`src/rtl/cv_gen_seq_pkg.sv`:
```
// cv_gen_seq_pkg: shared widths, position index type and the fixed 16-entry sequence table
package cv_gen_seq_pkg;
    localparam int SEQ_W     = 4;
    localparam int SEQ_DEPTH = 16;
    typedef logic [SEQ_W-1:0] idx_t;
    localparam idx_t TABLE [SEQ_DEPTH] = '{
        4'h3, 4'h7, 4'hB, 4'h1, 4'hE, 4'h5, 4'h9, 4'h0,
        4'hC, 4'h2, 4'h8, 4'hF, 4'h4, 4'hA, 4'h6, 4'hD
    };
endpackage

```
`src/rtl/cv_step_sync.sv`:
```
// cv_step_sync: SYNC_STAGES-deep STEP synchroniser with edge (EDGE_MODE=1) or level (0) event output; in clk rst_n step, out step_evt
module cv_step_sync #(
    parameter int SYNC_STAGES = 2,
    parameter int EDGE_MODE   = 1
) (
    input  logic clk,
    input  logic rst_n,
    input  logic step,
    output logic step_evt
);
    logic [SYNC_STAGES-1:0] sync_q;
    logic                   s_prev;
    if (SYNC_STAGES < 2 || SYNC_STAGES > 4) begin : g_bad_stages
        $error("cv_step_sync: SYNC_STAGES must be 2..4");
    end
    always_ff @(posedge clk or negedge rst_n) begin
        if (!rst_n) begin
            sync_q <= '0;
            s_prev <= 1'b0;
        end else begin
            sync_q <= {sync_q[SYNC_STAGES-2:0], step};
            s_prev <= sync_q[SYNC_STAGES-1];
        end
    end
    assign step_evt = (EDGE_MODE != 0) ? (sync_q[SYNC_STAGES-1] & ~s_prev) : sync_q[SYNC_STAGES-1];
endmodule

```
`src/rtl/cv_gen_seq.sv`:
```
// cv_gen_seq: 16-position sequence generator; in CLK RST(async low) STEP LOAD UP DAT_I[3:0], out SEQ[3:0]=TABLE[NOM] NOM[3:0]
module cv_gen_seq
    import cv_gen_seq_pkg::*;
#(
    parameter int SYNC_STAGES = 2,
    parameter int EDGE_MODE   = 1
) (
    input  logic             CLK,
    input  logic             RST,
    input  logic             STEP,
    input  logic             LOAD,
    input  logic             UP,
    input  logic [SEQ_W-1:0] DAT_I,
    output logic [SEQ_W-1:0] SEQ,
    output logic [SEQ_W-1:0] NOM
);
    logic step_evt;
    cv_step_sync #(.SYNC_STAGES(SYNC_STAGES), .EDGE_MODE(EDGE_MODE)) u_sync (
        .clk     (CLK),
        .rst_n   (RST),
        .step    (STEP),
        .step_evt(step_evt)
    );
    // LOAD wins over a coincident step event, which is dropped; 4-bit arithmetic gives the wrap
    always_ff @(posedge CLK or negedge RST) begin
        if (!RST) NOM <= '0;
        else      NOM <= LOAD ? DAT_I : step_evt ? (UP ? NOM + 1'b1 : NOM - 1'b1) : NOM;
    end
    assign SEQ = TABLE[NOM];
endmodule

```
`config.mk`:
```
export PLATFORM = sky130hd
export DESIGN_NAME = cv_gen_seq
export DESIGN_NICKNAME = d
export VERILOG_FILES = /design/src/rtl/cv_gen_seq_pkg.sv /design/src/rtl/cv_step_sync.sv /design/src/rtl/cv_gen_seq.sv
export SDC_FILE = /design/constraint.sdc
export NUM_CORES = 1
export LEC_CHECK = 0
export ABC_AREA = 1
export CAP_MARGIN = 25
export CORE_AREA = 2 2 39 41
export CTS_BUF_LIST = sky130_fd_sc_hd__clkbuf_4 sky130_fd_sc_hd__clkbuf_8
export DETAILED_ROUTE_END_ITERATION = 8
export DIE_AREA = 0 0 41 43
export PLACE_DENSITY = 0.82
export SETUP_SLACK_MARGIN = 0.2
export SKIP_LAST_GASP = 1
export SLEW_MARGIN = 20
export SYNTH_ARGS = -nofsm -noshare
export SYNTH_HDL_FRONTEND = slang
export SYNTH_SLANG_ARGS = --single-unit
```
`constraint.sdc`:
```
create_clock -name CLK -period 4.15 [get_ports CLK]
set_clock_uncertainty 0.1 [all_clocks]
set_input_delay 0.6225 -clock CLK [delete_from_list [all_inputs] [get_ports CLK]]
set_output_delay 0.6225 -clock CLK [all_outputs]
set_load 0.02 [all_outputs]
```
Word level (Yosys, flattened, before mapping)

Memories as Yosys holds them, arrays and structs flattened.
Index checks and enable logic that the tools add are counted.

Bits in latches: 0
Memories: 1
Output and inout bits: 8
RAM bits: 0
Bits in read-only memories: 64
Register bits: 7
Bits of input ports: 9

Bitwise logic cells: 3
Reductions and logical operators: 1
$mul: 0
Shifts and indexed selects: 0
Mux-type cells: 5
Add/sub/neg operators: 2
Equality and inequality tests: 0
$lt $le $gt $ge: 1
Div/mod/pow operators: 0

Memory list:

| name            | words | width | read ports | clocked after Yosys merged registers in | write ports | line             | RTL |
|---|---|---|---|---|---|---|---|
| (no name shown) | 16    | 4     | 1          | 0                                       | 0           | cv_gen_seq.sv:29 | `assign SEQ = TABLE[NOM];` |

Operators with widths:

| operator            | number |
|---|---|
| $mux 4              | 5 |
| $ge 5x5->1 const B  | 1 |
| $not 4->5           | 1 |
| $add 4x1->4 const B | 1 |
| $sub 4x1->4 const B | 1 |
| $reduce_bool 2->1   | 1 |
| $and 1x1->1         | 1 |
| $not 1->1           | 1 |

Logic depth before layout (Yosys ltp)

Depth in word-level cells: 4
Gate-level depth with buffers: 9
Gate-level depth less buffers: 9

Cells and area by module

A second synthesis with hierarchy kept.

Cells, all modules: 68
Area total of the unflattened synthesis: 549.3 µm²

Modules (own cells, without submodules):

| module       | cells an instance | sequential area each (µm²) | times used | area each (µm²) |
|---|---|---|---|---|
| cv_gen_seq   | 63                | 100.1                      | 1          | 464.2 |
| cv_step_sync | 5                 | 75.1                       | 1          | 85.1 |

Least setup slack after synthesis

OpenSTA, ideal clock, no wires.

Kind: register -> output
Start point: register NOM[0]
End point: output SEQ[1]
Path slack: 1.767 ns
Arrival: 1.660 ns
Stages on the path, launching flop included: 7
Cell sequence: dfrtp_1 > inv_1 > ha_1 > inv_1 > nand2_1 > o21ai_0 > o21ai_0

Longest elaborated chain between the ends: 4

RTL lines:

| item                                      | line             | RTL |
|---|---|---|
| start: declaration                        | cv_gen_seq.sv:15 | `output logic [SEQ_W-1:0] NOM` |
| start signal: assignment                  | cv_gen_seq.sv:27 | `else NOM <= LOAD ? DAT_I : step_evt ? (UP ? NOM + 1'b1 : NOM - 1'b1) : NOM;` |
| $not 4->5 (implied by the code)           | cv_gen_seq.sv:29 |  |
| $mem_v2 16x4                              | -                |  |
| $mux 4 (implied by the code) (2 in a row) | cv_gen_seq.sv:29 |  |
| end: declaration                          | cv_gen_seq.sv:14 | `output logic [SEQ_W-1:0] SEQ,` |

No other way between the ends. The select of a mux whose other input is x is not followed.

Worst setup path after layout

Ends and elaborated chain as after synthesis.

==> impl_metrics.csv <==
group,metric,value,unit
floorplanning,die_w,41,µm
clock_tree,clk_latency,0.26,ns
floorplanning,start_util,40.51,%
power_and_ir_drop,vdd_ir_drop_max,0.0002094,V
drt,routed_wl,1142,µm
global_route,antenna_found_initial,0,
clock_tree,cts_buffers,3,
drt,viasPerCell,4.815,
placement,preCtsSetupSlack,1.488,ns
cells_and_area,drive_above_1_share,9.783,%
power_and_ir_drop,switching_power,0.1149,mW
timing,hold_viol,0,
power_and_ir_drop,clkPwrFrac,23.9,%
clock_tree,cts_tree,"yes",
clock_tree,cts.path.max_buffers,2,
clock_tree,cts.root.buffer_cell,"clkbuf_4",
placement,gp_congestion,0.7364,
synth,synth_area,560.5,µm²
critical_path,slowest_delay,0.62,ns
timing,drv_slew,0,
critical_path,crit_type,"flop to output pin",
floorplanning,die_area,1763,µm²
drt,wl_per_cell,10.57,µm
clock_tree,clock_sinks,7,
timing,setup_viol,0,
critical_path,cp_top_family,"buffers and inverters",
power_and_ir_drop,p_total,0.2981,mW
clock_tree,htree_levels,1,
critical_path,required,3.43,ns
clock_tree,cts_setup_buffers,0,
drt,drtPass1Iterations,4,
cells_and_area,multiInputGateArea,342.8,µm²
timing,rsz0062_at_grt,"no",
status,outcome,"complete, no violations",
power_and_ir_drop,p_leak,0.3762,nW
floorplanning,num_rows,14,
power_and_ir_drop,power.density,389.3,nW/µm²
critical_path,cp.arrival,2.21,ns
drt,post-route-drc-count,0,
critical_path,path_max_fanout,12,
floorplanning,coreArea,1384,µm²
floorplanning,io_pins,17,
clock_tree,cts_resized,0,
synth,ys_ff_latch,7,
power_and_ir_drop,p_int,0.1833,mW
job,drv_cap,0,
cells_and_area,final_cell_mix,"nand2_1 (21), clkdlybuf4s50_1 (16), ha_1 (8)",
timing,fin_tns_setup,0,ns
drt,drtIter0Drc,6,
cells_and_area,postLayoutCoreUtil,55.33,%
cells_and_area,area_growth,36.61,%
global_route,grt_pass1_wl,1938,µm
power_and_ir_drop,switching_share,38.53,%
global_route,grt_overflow,0,
placement,dpl.hpwl,881.1,µm
timing,tightest_slew,0.3827,ns
critical_path,start_kind,"flop",
synth,syn-mean-instance-area,7.679,µm²
synth,synth_warnings,0,
cells_and_area,final_common_cell,"nand2_1",
cells_and_area,num-fill-cells,128,
placement,port_buffers,16,
clock_tree,clk_pin_slew,0.06,ns
drt,vias,520,
global_route,globalRouteTotalUtil,16.06,%
global_route,grt_pass1_vias,482,
critical_path,end_kind,"output pin",
cells_and_area,diodes,0,
floorplanning,die_h,43,µm
drt,drtAntennaViolNets,0,
timing,max_freq,341.0,MHz
clock_tree,ctsHoldBuffers,0,
timing,finalCriticalPeriod,2.932,ns
cells_and_area,fin_nets,111,
power_and_ir_drop,seqPwrFrac,30.7,%
cells_and_area,regArea,175.2,µm²
hold_path,worstHoldPathType,"flop to flop",
synth,synth_cell_types,20,
synth,synthCells,73,
timing,post-route-period-util,70.66,%
global_route,grt_max_degree,13,
critical_path,critPathBufInv,3,
timing,setup_ws,1.218,ns
synth,seq_area_frac_synth,31.25,%
power_and_ir_drop,combPwrFrac,45.3,%
critical_path,slowest_stage,"clkdlybuf4s50_1",
critical_path,crit_chain,"inv_1 > ha_1 > inv_1 > nand2_1 > o21ai_0 > o21ai_0 > clkdlybuf4s50_1",
synth,synthesis.nets,91,
timing,slew_headroom,74.49,%
-- sequential cells by signal, summed over array words and instances (netlist names) --
signal,flops
NOM,4
u_sync.s_prev,1
u_sync.sync_q,2
-- per-layer routing --
metal | up-vias | global-route usage, % | share of wire (%)
met3 | 3 | 1.571 | 3.6
met2 | 15 | 24.38 | 48
met1 | 229 | 21.74 | 47
met4 | 0 | 8.000 | 2.0
li1 | 273 | - | -
met5 | - | 0 | 0
-- cell type report --
type,count,area share [%]
Clock buffer,4,3.922
Tap cell,16,2.614
Sequential cell,7,22.88
Timing Repair Buffer,16,20.92
Multi-Input combinational cell,55,44.77
Inverter,10,4.902
-- final timing paths --
check,startpoint,to,slack (ns),cells after the start
worst max-delay path,NOM[0],SEQ[1],1.22,7
worst min-delay path,u_sync.sync_q[0],u_sync.sync_q[1],0.25,0
worst max register to register,NOM[2],NOM[3],2.57,6
worst min register to register,u_sync.sync_q[0],u_sync.sync_q[1],0.25,0
max in group asynchronous,RST,NOM[1],3.19,1
min in group asynchronous,RST,NOM[2],0.52,1
-- cells by family (layout without fill, tap and decap cells) --
| group | count (synthesis) | count (layout) | share of synthesized area [%] |
|---|---|---|---|
| compound gates | 13 | 13 | 14.73 |
| xor+xnor | 1 | 1 | 1.563 |
| fa+ha+maj | 9 | 9 | 21.43 |
| buf+inv | 11 | 30 | 7.589 |
| flops | 7 | 7 | 31.25 |
| simple gates | 32 | 32 | 23.44 |
-- synthesized netlist by cell type (all sizes together) --
master  count  area, µm²
dfrtp       7      175.2
xnor2       1      8.760
fa          1      20.02
o211ai      2      15.01
buf         1      5.000
inv         9      33.79
nand3       3      15.01
clkinv      1      3.750
a31oi       1      6.260
ha          8      100.1
nand2      23      91.34
or2         1      6.260
o21ai       3      15.01
o31ai       1      7.510
a22oi       2      15.01
a21oi       4      23.77
nor2        5      18.77
-- worst reg2reg max path: stages, from the launching register on --
cell and delay [ns]:
dfrtp_1 0.54, ha_1 0.32, or2_1 0.23, nand3_1 0.08, nand3_1 0.09, nand2_1 0.07
nand2_1 0.04
-- power groups by stage --
| stage | combinational, mW | clock (mW) | sequential (mW) |
|---|---|---|---|
| final | 0.135 | 0.0714 | 0.0916 |
| after global routing | 0.150 | 0.0737 | 0.0937 |
| after floorplan | 0.0770 | 0 | 0.0943 |
| after global placement | 0.133 | 0 | 0.0924 |
| after CTS | 0.137 | 0.0714 | 0.0914 |
| after detailed placement | 0.135 | 0 | 0.0925 |
-- stage by stage --
step	cell area [µm²]	cells	hold WS, ns
4_1_cts	765.7	108	0.2517
2_1_floorplan	560.5	73	0.2269
6_report	765.7	108	0.2488
5_1_grt	765.7	108	0.2538
3_3_place_gp	735.7	104	0.2373
3_5_place_dp	735.7	104	0.2403
Note: power is estimated with default switching activity, not from simulation.
